===== src/rtl/online_div_pkg.sv =====
// Shared definitions for the online divider digit selector: FSM states,
// datapath step codes, quotient digit encodings and selection thresholds.
package online_div_pkg;

  // Controller states
  typedef enum logic [2:0] {
    ST_IDLE   = 3'd0,
    ST_SWEEP  = 3'd1,
    ST_LAST   = 3'd2,
    ST_SELECT = 3'd3,
    ST_EMIT   = 3'd4
  } state_e;

  // Step codes shared by en_shift and enable_d
  localparam logic [1:0] CODE_OFF   = 2'd0;
  localparam logic [1:0] CODE_CHUNK = 2'd1;
  localparam logic [1:0] CODE_UPPER = 2'd2;

  // Quotient digit encoding {plus, minus}
  localparam logic [1:0] DIGIT_POS  = 2'b10;
  localparam logic [1:0] DIGIT_ZERO = 2'b00;
  localparam logic [1:0] DIGIT_NEG  = 2'b01;

  // Estimate thresholds, LSB weight 1/16
  localparam int SEL_POS_TH = 32'sd8;
  localparam int SEL_NEG_TH = -32'sd8;
  localparam int ERR_TH     = 32'sd32;

  // True when a digit encoding is +1 or -1
  function automatic logic digit_nonzero(input logic [1:0] d);
    return d[1] ^ d[0];
  endfunction

endpackage


===== src/rtl/online_div_qsel.sv =====
// Quotient digit selection: forms the signed estimate of the upper residue
// from its signed-digit halves and maps it onto {+1, 0, -1}, flagging
// estimates outside the representable range.
module online_div_qsel
  import online_div_pkg::*;
#(
  parameter int UPPER_BITS = 6
) (
  input  logic [UPPER_BITS-1:0] res_upper_plus,
  input  logic [UPPER_BITS-1:0] res_upper_minus,
  output logic [1:0]            digit,
  output logic                  range_err
);

  localparam int EST_W = UPPER_BITS + 1;
  localparam logic signed [EST_W-1:0] POS_TH  = EST_W'(SEL_POS_TH);
  localparam logic signed [EST_W-1:0] NEG_TH  = EST_W'(SEL_NEG_TH);
  localparam logic signed [EST_W-1:0] ERR_POS = EST_W'(ERR_TH);
  localparam logic signed [EST_W-1:0] ERR_NEG = EST_W'(-ERR_TH);

  logic signed [EST_W-1:0] est_s;

  // Both halves are unsigned magnitudes; one extra bit holds the sign of the difference.
  always_comb begin
    est_s = $signed({1'b0, res_upper_plus}) - $signed({1'b0, res_upper_minus});
  end

  // Digit selection: +1 at or above 8/16, -1 strictly below -8/16.
  always_comb begin
    digit = DIGIT_ZERO;
    if (est_s >= POS_TH) begin
      digit = DIGIT_POS;
    end else if (est_s < NEG_TH) begin
      digit = DIGIT_NEG;
    end else begin
      digit = DIGIT_ZERO;
    end
  end

  // Range check is symmetric in magnitude: -32/16 is already out of range.
  always_comb begin
    range_err = 1'b0;
    if ((est_s >= ERR_POS) || (est_s <= ERR_NEG)) begin
      range_err = 1'b1;
    end else begin
      range_err = 1'b0;
    end
  end

endmodule


===== src/rtl/online_div_selector.sv =====
// Online division controller: sweeps the lower residue chunks through the
// datapath, selects one quotient digit per iteration and hands it out with
// a valid/ready handshake. All outputs are registered and decoded from the
// next state so they line up with the state they describe.
// Optional feature macro: ONLINE_DIV_ERR_CHECK_EN (residue range check with
// sticky error_flag); when undefined error_flag is tied low.
module online_div_selector
  import online_div_pkg::*;
#(
  parameter int UNROLLING  = 4,
  parameter int UPPER_BITS = 6,
  parameter int RAM_width  = 7,
  parameter int NUM_CHUNKS = 8,
  parameter int NUM_DIGITS = 32
) (
  input  logic                  clk,
  input  logic                  async_clear_n,
  input  logic                  start,
  input  logic [UPPER_BITS-1:0] res_upper_plus,
  input  logic [UPPER_BITS-1:0] res_upper_minus,
  input  logic                  q_ready,
  output logic                  busy,
  output logic                  done,
  output logic                  q_valid,
  output logic                  q_plus,
  output logic                  q_minus,
  output logic [1:0]            enable_d,
  output logic [1:0]            en_shift,
  output logic                  enable_cout,
  output logic                  d_neg,
  output logic [RAM_width-1:0]  read_addr,
  output logic [RAM_width-1:0]  write_addr,
  output logic                  error_flag
);

  localparam int unused_unrolling = UNROLLING;
  localparam logic [RAM_width-1:0] LAST_CHUNK = RAM_width'(NUM_CHUNKS - 2);
  localparam logic [7:0]           LAST_DIGIT = 8'(NUM_DIGITS - 1);
  localparam logic [RAM_width-1:0] ADDR_ZERO  = {RAM_width{1'b0}};

  state_e               state_r, state_s;
  logic [RAM_width-1:0] chunk_r, chunk_s;
  logic [7:0]           digit_cnt_r, digit_cnt_s;
  logic [1:0]           q_prev_r, q_prev_s;
  logic [1:0]           hold_r, hold_s;
  logic                 done_s, err_set_s, err_clr_s;
  logic [1:0]           qsel_digit_s;
  logic                 range_err_s, err_abort_s;

  logic                 busy_s, q_valid_s, q_plus_s, q_minus_s;
  logic [1:0]           en_shift_s, enable_d_s;
  logic                 enable_cout_s, d_neg_s;
  logic [RAM_width-1:0] read_addr_s, write_addr_s;

  online_div_qsel #(.UPPER_BITS(UPPER_BITS)) u_qsel (
    .res_upper_plus (res_upper_plus),
    .res_upper_minus(res_upper_minus),
    .digit          (qsel_digit_s),
    .range_err      (range_err_s)
  );

`ifdef ONLINE_DIV_ERR_CHECK_EN
  // Out-of-range estimate aborts the division.
  always_comb begin
    err_abort_s = range_err_s;
  end
`else
  // No range check: the selector result is always used.
  always_comb begin
    err_abort_s = 1'b0;
  end
`endif

  // Next-state, counter and digit bookkeeping.
  always_comb begin
    state_s     = state_r;
    chunk_s     = chunk_r;
    digit_cnt_s = digit_cnt_r;
    q_prev_s    = q_prev_r;
    hold_s      = hold_r;
    done_s      = 1'b0;
    err_set_s   = 1'b0;
    err_clr_s   = 1'b0;
    case (state_r)
      ST_IDLE: begin
        if (start) begin
          state_s     = ST_SWEEP;
          chunk_s     = ADDR_ZERO;
          digit_cnt_s = 8'd0;
          q_prev_s    = DIGIT_ZERO;
          err_clr_s   = 1'b1;
        end else begin
          state_s = ST_IDLE;
        end
      end
      ST_SWEEP: begin
        if (chunk_r == LAST_CHUNK) begin
          state_s = ST_LAST;
          chunk_s = ADDR_ZERO;
        end else begin
          chunk_s = chunk_r + RAM_width'(1);
        end
      end
      ST_LAST: begin
        state_s = ST_SELECT;
      end
      ST_SELECT: begin
        hold_s = qsel_digit_s;
        if (err_abort_s) begin
          state_s   = ST_IDLE;
          done_s    = 1'b1;
          err_set_s = 1'b1;
        end else begin
          state_s = ST_EMIT;
        end
      end
      ST_EMIT: begin
        if (q_ready) begin
          q_prev_s = hold_r;
          chunk_s  = ADDR_ZERO;
          if (digit_cnt_r == LAST_DIGIT) begin
            state_s     = ST_IDLE;
            done_s      = 1'b1;
            digit_cnt_s = 8'd0;
          end else begin
            state_s     = ST_SWEEP;
            digit_cnt_s = digit_cnt_r + 8'd1;
          end
        end else begin
          state_s = ST_EMIT;
        end
      end
      default: begin
        state_s = ST_IDLE;
      end
    endcase
  end

  // Decode the output values for the cycle after the next clock edge.
  always_comb begin
    busy_s        = 1'b1;
    q_valid_s     = 1'b0;
    q_plus_s      = 1'b0;
    q_minus_s     = 1'b0;
    en_shift_s    = CODE_OFF;
    enable_cout_s = 1'b0;
    read_addr_s   = ADDR_ZERO;
    write_addr_s  = ADDR_ZERO;
    case (state_s)
      ST_IDLE: begin
        busy_s = 1'b0;
      end
      ST_SWEEP: begin
        en_shift_s    = CODE_CHUNK;
        enable_cout_s = (chunk_s != ADDR_ZERO);
        read_addr_s   = chunk_s;
        write_addr_s  = read_addr;
      end
      ST_LAST: begin
        en_shift_s    = CODE_UPPER;
        enable_cout_s = 1'b1;
        write_addr_s  = read_addr;
      end
      ST_SELECT: begin
        busy_s = 1'b1;
      end
      ST_EMIT: begin
        q_valid_s = 1'b1;
        q_plus_s  = (hold_s == DIGIT_POS);
        q_minus_s = (hold_s == DIGIT_NEG);
      end
      default: begin
        busy_s = 1'b0;
      end
    endcase
    enable_d_s = digit_nonzero(q_prev_s) ? en_shift_s : CODE_OFF;
    d_neg_s    = busy_s && (q_prev_s == DIGIT_POS);
  end

  // State, counters and registered outputs.
  always_ff @(posedge clk or negedge async_clear_n) begin
    if (!async_clear_n) begin
      state_r     <= ST_IDLE;
      chunk_r     <= ADDR_ZERO;
      digit_cnt_r <= 8'd0;
      q_prev_r    <= DIGIT_ZERO;
      hold_r      <= DIGIT_ZERO;
      busy        <= 1'b0;
      done        <= 1'b0;
      q_valid     <= 1'b0;
      q_plus      <= 1'b0;
      q_minus     <= 1'b0;
      en_shift    <= CODE_OFF;
      enable_d    <= CODE_OFF;
      enable_cout <= 1'b0;
      d_neg       <= 1'b0;
      read_addr   <= ADDR_ZERO;
      write_addr  <= ADDR_ZERO;
    end else begin
      state_r     <= state_s;
      chunk_r     <= chunk_s;
      digit_cnt_r <= digit_cnt_s;
      q_prev_r    <= q_prev_s;
      hold_r      <= hold_s;
      busy        <= busy_s;
      done        <= done_s;
      q_valid     <= q_valid_s;
      q_plus      <= q_plus_s;
      q_minus     <= q_minus_s;
      en_shift    <= en_shift_s;
      enable_d    <= enable_d_s;
      enable_cout <= enable_cout_s;
      d_neg       <= d_neg_s;
      read_addr   <= read_addr_s;
      write_addr  <= write_addr_s;
    end
  end

`ifdef ONLINE_DIV_ERR_CHECK_EN
  // Sticky range error: cleared by a new division, set by an aborted one.
  always_ff @(posedge clk or negedge async_clear_n) begin
    if (!async_clear_n) begin
      error_flag <= 1'b0;
    end else if (err_clr_s) begin
      error_flag <= 1'b0;
    end else if (err_set_s) begin
      error_flag <= 1'b1;
    end else begin
      error_flag <= error_flag;
    end
  end
`else
  logic unused_err_s;
  assign unused_err_s = err_set_s ^ err_clr_s ^ range_err_s;
  assign error_flag   = 1'b0;
`endif

endmodule


===== config.mk =====
export PLATFORM = sky130hd
export DESIGN_NAME = online_div_selector
export DESIGN_NICKNAME = d
export VERILOG_FILES = /design/src/rtl/online_div_pkg.sv /design/src/rtl/online_div_qsel.sv /design/src/rtl/online_div_selector.sv
export SDC_FILE = /design/constraint.sdc
export NUM_CORES = 1
export LEC_CHECK = 0
export CAP_MARGIN = 20
export CELL_PAD_IN_SITES_DETAIL_PLACEMENT = 1
export CELL_PAD_IN_SITES_GLOBAL_PLACEMENT = 1
export CORE_UTILIZATION = 48
export CTS_CLUSTER_DIAMETER = 200
export DETAILED_ROUTE_END_ITERATION = 12
export DONT_BUFFER_PORTS = 1
export GPL_TIMING_DRIVEN = 0
export PLACE_DENSITY_LB_ADDON = 0.1
export SKIP_LAST_GASP = 1
export SLEW_MARGIN = 20
export SYNTH_ARGS = -nofsm -noshare
export SYNTH_HDL_FRONTEND = slang
export SYNTH_SLANG_ARGS = --single-unit

===== constraint.sdc =====
create_clock -name clk -period 3.02 [get_ports clk]
set_clock_uncertainty 0.05 [all_clocks]
set_input_delay 0.302 -clock clk [delete_from_list [all_inputs] [get_ports clk]]
set_output_delay 0.302 -clock clk [all_outputs]
set_load 0.02 [all_outputs]

Word-level counts from Yosys, hierarchy flattened. Cells that the tools add are included.

Flip-flop bits (word level): 47. Bits of input ports: 16. Output and inout bits: 26. Logic and storage cells: 75.

$add $sub $neg: 3. Order comparisons: 2. Equal/unequal tests: 15. Mux-type cells: 31. Bitwise gates (word level): 1. Reductions and logical operators: 7.

Operators by type and width (number): $mux W7 (5); $mux W8 (3); $pmux W7 S3 (1); $pmux W8 S2 (1); $pmux W3 S5 (1); $eq A3 B2 Y1 const B (4); $mux W1 (10); $mux W2 (5); $add A8 B1 Y8 const B (1); $eq A8 B5 Y1 const B (1); $pmux W2 S2 (2); $add A7 B1 Y7 const B (1); $eq A7 B3 Y1 const B (1); $ge A7 B5 Y1 const B (1); $lt A7 B4 Y1 const B (1); $reduce_bool A7 Y1 (1); $sub A6 B6 Y7 (1); $eq A3 B1 Y1 const B (2); $eq A3 B3 Y1 const B (2); $mux W3 (2); $eq A2 B2 Y1 const B (2); $ne A2 B2 Y1 const B (2); $reduce_or A4 Y1 (1); $logic_not A3 Y1 (1); other kinds (7) (7).

Depth between registers and ports, before layout.
Depth in word-level cells: 8. Mapped depth: 9. Mapped depth without buffers: 9.

Modules after synthesis. A second synthesis with hierarchy kept.

Cells, all modules: 235. Area, all modules: 2423.6 um^2.

By module, submodules not included: online_div_selector (times used 1, cells an instance 193, area an instance 2128.3 um^2, sequential area each 1176.1 um^2); online_div_qsel (times used 1, cells an instance 42, area an instance 295.3 um^2, sequential area each 0.0 um^2).

Worst setup path after synthesis. No wires, ideal clock.

Path type: register -> register. Start point: register chunk_r[0]. End point: register enable_cout. Library setup time: 0.129 ns. Arrival: 1.938 ns. Required time: 2.841 ns. Setup slack: 0.903 ns. Cell stages (with the launch flop): 8. Path buffers: 0. Clock period less this slack: 2.117 ns. Path through: dfrtp_1 inv_1 ha_1 and4bb_2 a21oi_2 a221o_1 or3_1 o41a_1.

Word-level cells in the longest chain between the ends: 5. Elaborated cells on any way between the ends: 12. Those cells by class: add/sub (1); eq/ne (3); mux (7); reduce/logical (1).

Ends and longest elaborated chain: start: declaration (line online_div_selector.sv:42) `logic [RAM_width-1:0] chunk_r, chunk_s;`; start signal: assignment (line online_div_selector.sv:201) `chunk_r <= chunk_s;`; $add A7 B1 Y7 / $eq A7 B3 Y1 (equally long branches) (line online_div_selector.sv:101, online_div_selector.sv:97); $mux W7 (*) (line online_div_selector.sv:97) `if (chunk_r == LAST_CHUNK) begin`; $pmux W7 S3 (*) (line online_div_selector.sv:84) `case (state_r)`; net chunk_s[4] (line online_div_selector.sv:42); $reduce_bool A7 Y1 (*) (line online_div_selector.sv:155) `enable_cout_s = (chunk_s != ADDR_ZERO);`; $pmux W1 S2 (*) (line online_div_selector.sv:149) `case (state_s)`; net enable_cout_s (line online_div_selector.sv:52) `logic enable_cout_s, d_neg_s;`; end signal: assignment (line online_div_selector.sv:212) `enable_cout <= enable_cout_s;`; end: declaration (line online_div_selector.sv:29) `output logic enable_cout,`.

The timed path passes the listed nets; every way through them passes the cells marked *. A chain may end at the register's enable or synchronous reset.

Worst setup path in the final report. Same ends and word-level chain as after synthesis.

==> key figures <==
STA
  – TNS Setup: 0 ns
  – Slew Limit Fails: 0
  – Final hold vios: 0
  – Slew headroom: 0.562
  – Worst-margin pin slew: 0.640 ns
  – # setup viols final: 0
  – Tmin final: 2.38 ns
  – Final worst setup slack: 0.636 ns
  – Unrepaired setup endpoints after global routing: false
  – Period utilization: 0.789
  – FMAX: 419 MHz

CTS
  – CTS sink cnt: 47
  – Clk_lat worst skew: 0.31 ns
  – Clk slew on worst S/H paths: 0.09 ns
  – # resized after CTS: 0
  – Number of H-tree levels: 2
  – Hold_buf cts: 2
  – Worst-case clock buffer depth: 2
  – CTS Buf Count: 5
  – TritonCTS clock tree: yes
  – Post-CTS Setup Repair Bufs: 0
  – CTS root buf: clkbuf_8

Drt
  – Wire per inst: 15.8 um
  – DRC: 0
  – Antenna violation net count after detailed routing: 0
  – Vias/cell: 5.46
  – Number of DRC markers in iteration 0: 50
  – WL final: 4.98 mm
  – Vias: 1719
  – First-pass DRT Iterations: 4

Power and ir drop
  – Post-layout total power: 2.21 mW
  – Max VDD drop: 359 uV
  – Pleak: 1.27 nW
  – Pwr Density: 841 nW/um^2

GRT
  – Vias in the first global route: 1789
  – Initial antenna violation count: 0
  – First-pass GRT wire length: 8.71 mm
  – Largest net degree at the start of global routing: 48
  – GRT overflow: 0
  – Gr usage total: 0.217

Critical path
  – Reg-to-Reg End: enable_cout
  – R2R cell count: 6
  – Critical Path Start Type: flop
  – CP Max Fanout: 7
  – Stages on worst setup path: 6
  – Data required time of the critical path: 3.16 ns
  – Worst Setup End Kind: flop
  – Max incr delay on CP: 0.48 ns
  – Crit path to: enable_cout
  – CP bufs+invs: 0
  – Cell Chain, Critical Path: ha_1 > nand3_1 > and4_2 > a221o_1 > or3_1 > o41a_1
  – R2R Path Start: chunk_r[0]
  – WP data arrival: 2.53 ns
  – Crit path max-delay family: simple AND/OR/NAND/NOR gates
  – CP max-delay cell: dfrtp_1
  – Critical setup path kind: flop to flop
  – Critical path origin: chunk_r[0]
  – Reg2Reg Setup Slack: 0.64 ns

Die
  – Core Footprint: 4790 um^2
  – Row Count: 25
  – Initial Utilization: 0.505
  – Die width: 72.9 um
  – Die H: 72.9 um
  – Die area: 5320 um^2
  – I/O Pins: 42

Logic synthesis
  – Average cell area after synthesis: 10.2 um^2
  – Number of flops mapped to enable cells by yosys: 0
  – Synth unique cells: 55
  – Synth Net Count: 265
  – Prevailing post-synth register cell: dfrtp_1
  – Yosys reg bits: 47
  – Sequential-to-total area share from yosys stat: 0.487
  – Syn. warnings: 0
  – FFs w/ async S/R, synth: 1.00
  – Cells after synthesis: 238
  – Synthesized area: 2420 um^2

Place
  – Routability congestion estimate: 0.772
  – Dpl ws: 0.626 ns
  – Placed insts: 305
  – IO buf count: 0
  – Post-DP Area: 2500 um^2
  – Post-DP HPWL: 3.58 mm

Finish
  – Area Overhead vs Synth: 8.86%
  – Final instance area: 2630 um^2
  – Most frequent cells in the layout: 47 x dfrtp_1, 31 x nor2_1, 19 x inv_1
  – Post-layout nets: 274
  – Finished Layout Cells: 315
  – Fraction of layout cells with a size suffix above 1: 0.141
  – Most common cell after layout, fill and taps aside: dfrtp_1
  – ANT cells: 0

Worst hold path
  – Hold path startpoint: q_ready
  – Min-delay worst type: input pin to flop

Run status
  – Outcome: complete, no violations

Run
  – Max-capacitance violation count: 0
-- worst register-to-register path, cell delays in order (launching register included) --
cell and delay (ns):
dfrtp_1 0.48, ha_1 0.23, nand3_1 0.18, and4_2 0.30
a221o_1 0.28, or3_1 0.42, o41a_1 0.33
-- worst min path at each step --
stage                      to  slack [ns]  cells after the start
2_1_floorplan            busy       -0.04                      0
4_1_cts               q_valid        0.06                      1
3_5_place_dp             done       -0.04                      0
6_report              q_valid        0.07                      1
3_3_place_gp   digit_cnt_r[5]       -0.04                      0
5_1_grt               q_valid        0.05                      1
-- power by group --
| part | switching, mW | internal, mW |
|---|---|---|
| Combinational | 0.458 | 0.347 |
| Sequential | 0.229 | 0.788 |
| Clock | 0.225 | 0.166 |
-- stage by stage --
stage | utilization | hold slack [ns]
after floorplan | - | -0.0436
after global placement | 0.522 | -0.0426
after detailed placement | 0.522 | -0.0426
after CTS | 0.550 | 0.0573
after global routing | 0.550 | 0.0497
final | 0.550 | 0.0691
-- final cells by class --
class | count | area, um^2
buffer | 6 | 50.0
clock buffer | 5 | 68.8
clock inverter | 3 | 23.8
fill | 548 | 2160
inverter | 19 | 71.3
multi-input combinational | 166 | 1120
sequential | 47 | 1180
tap | 67 | 83.8
timing repair buffer | 2 | 37.5
-- sequential cells by signal (all words and copies together) (netlist names) --
register and cells:
busy 1, chunk_r 7, d_neg 1, digit_cnt_r 8, done 1, en_shift 2
enable_cout 1, enable_d 2, hold_r 2, q_minus 1, q_plus 1, q_prev_r 2
q_valid 1, read_addr 7, state_r 3, write_addr 7
-- metal layers --
metal / vias up / routed length (um) / GRT usage / part of all wire
li1: 839 / - / - / -
met1: 838 / 2410 / 0.285 / 0.48
met2: 37 / 2310 / 0.351 / 0.46
met3: 5 / 208 / 0.0566 / 0.042
met4: 0 / 49 / 0.0654 / 0.0098
met5: - / 0 / 0 / 0
-- kinds of logic after synthesis --
logic type                 count (synthesis)  synth area share
and+or+nand+nor                           97             0.212
DFF                                       47             0.487
AOI/OAI and AO/OA                         46             0.148
buffers and inverters                     25            0.0502
adders and majority gates                 11            0.0601
xor gates and xnor gates                  10            0.0363
other                                      1           0.00155
muxes                                      1           0.00466
-- cell usage after synthesis, drive strengths merged (2+ instances only) --
library cell	count	area [um^2]
a2111oi	2	17.5
a211oi	3	22.5
a21o	7	57.6
a21oi	6	37.5
a31oi	2	12.5
and2	10	62.6
and2b	2	16.3
and3	2	12.5
and4bb	2	25.0
buf	5	36.3
dfrtp	47	1180
ha	10	125
inv	19	71.3
nand2	17	63.8
nand2b	2	12.5
nand3	7	35.0
nand3b	2	15.0
nand4	2	12.5
nor2	31	116
nor2b	2	12.5
nor3	4	20.0
nor3b	2	15.0
nor4	3	18.8
o211a	3	30.0
o21ai	8	40.0
o22ai	2	12.5
o31ai	2	15.0
o32a	2	21.3
or2	2	12.5
or3	3	18.8
or3b	2	17.5
xnor2	7	61.3
xor2	3	26.3
No activity file was read; power rests on OpenSTA's default activity.
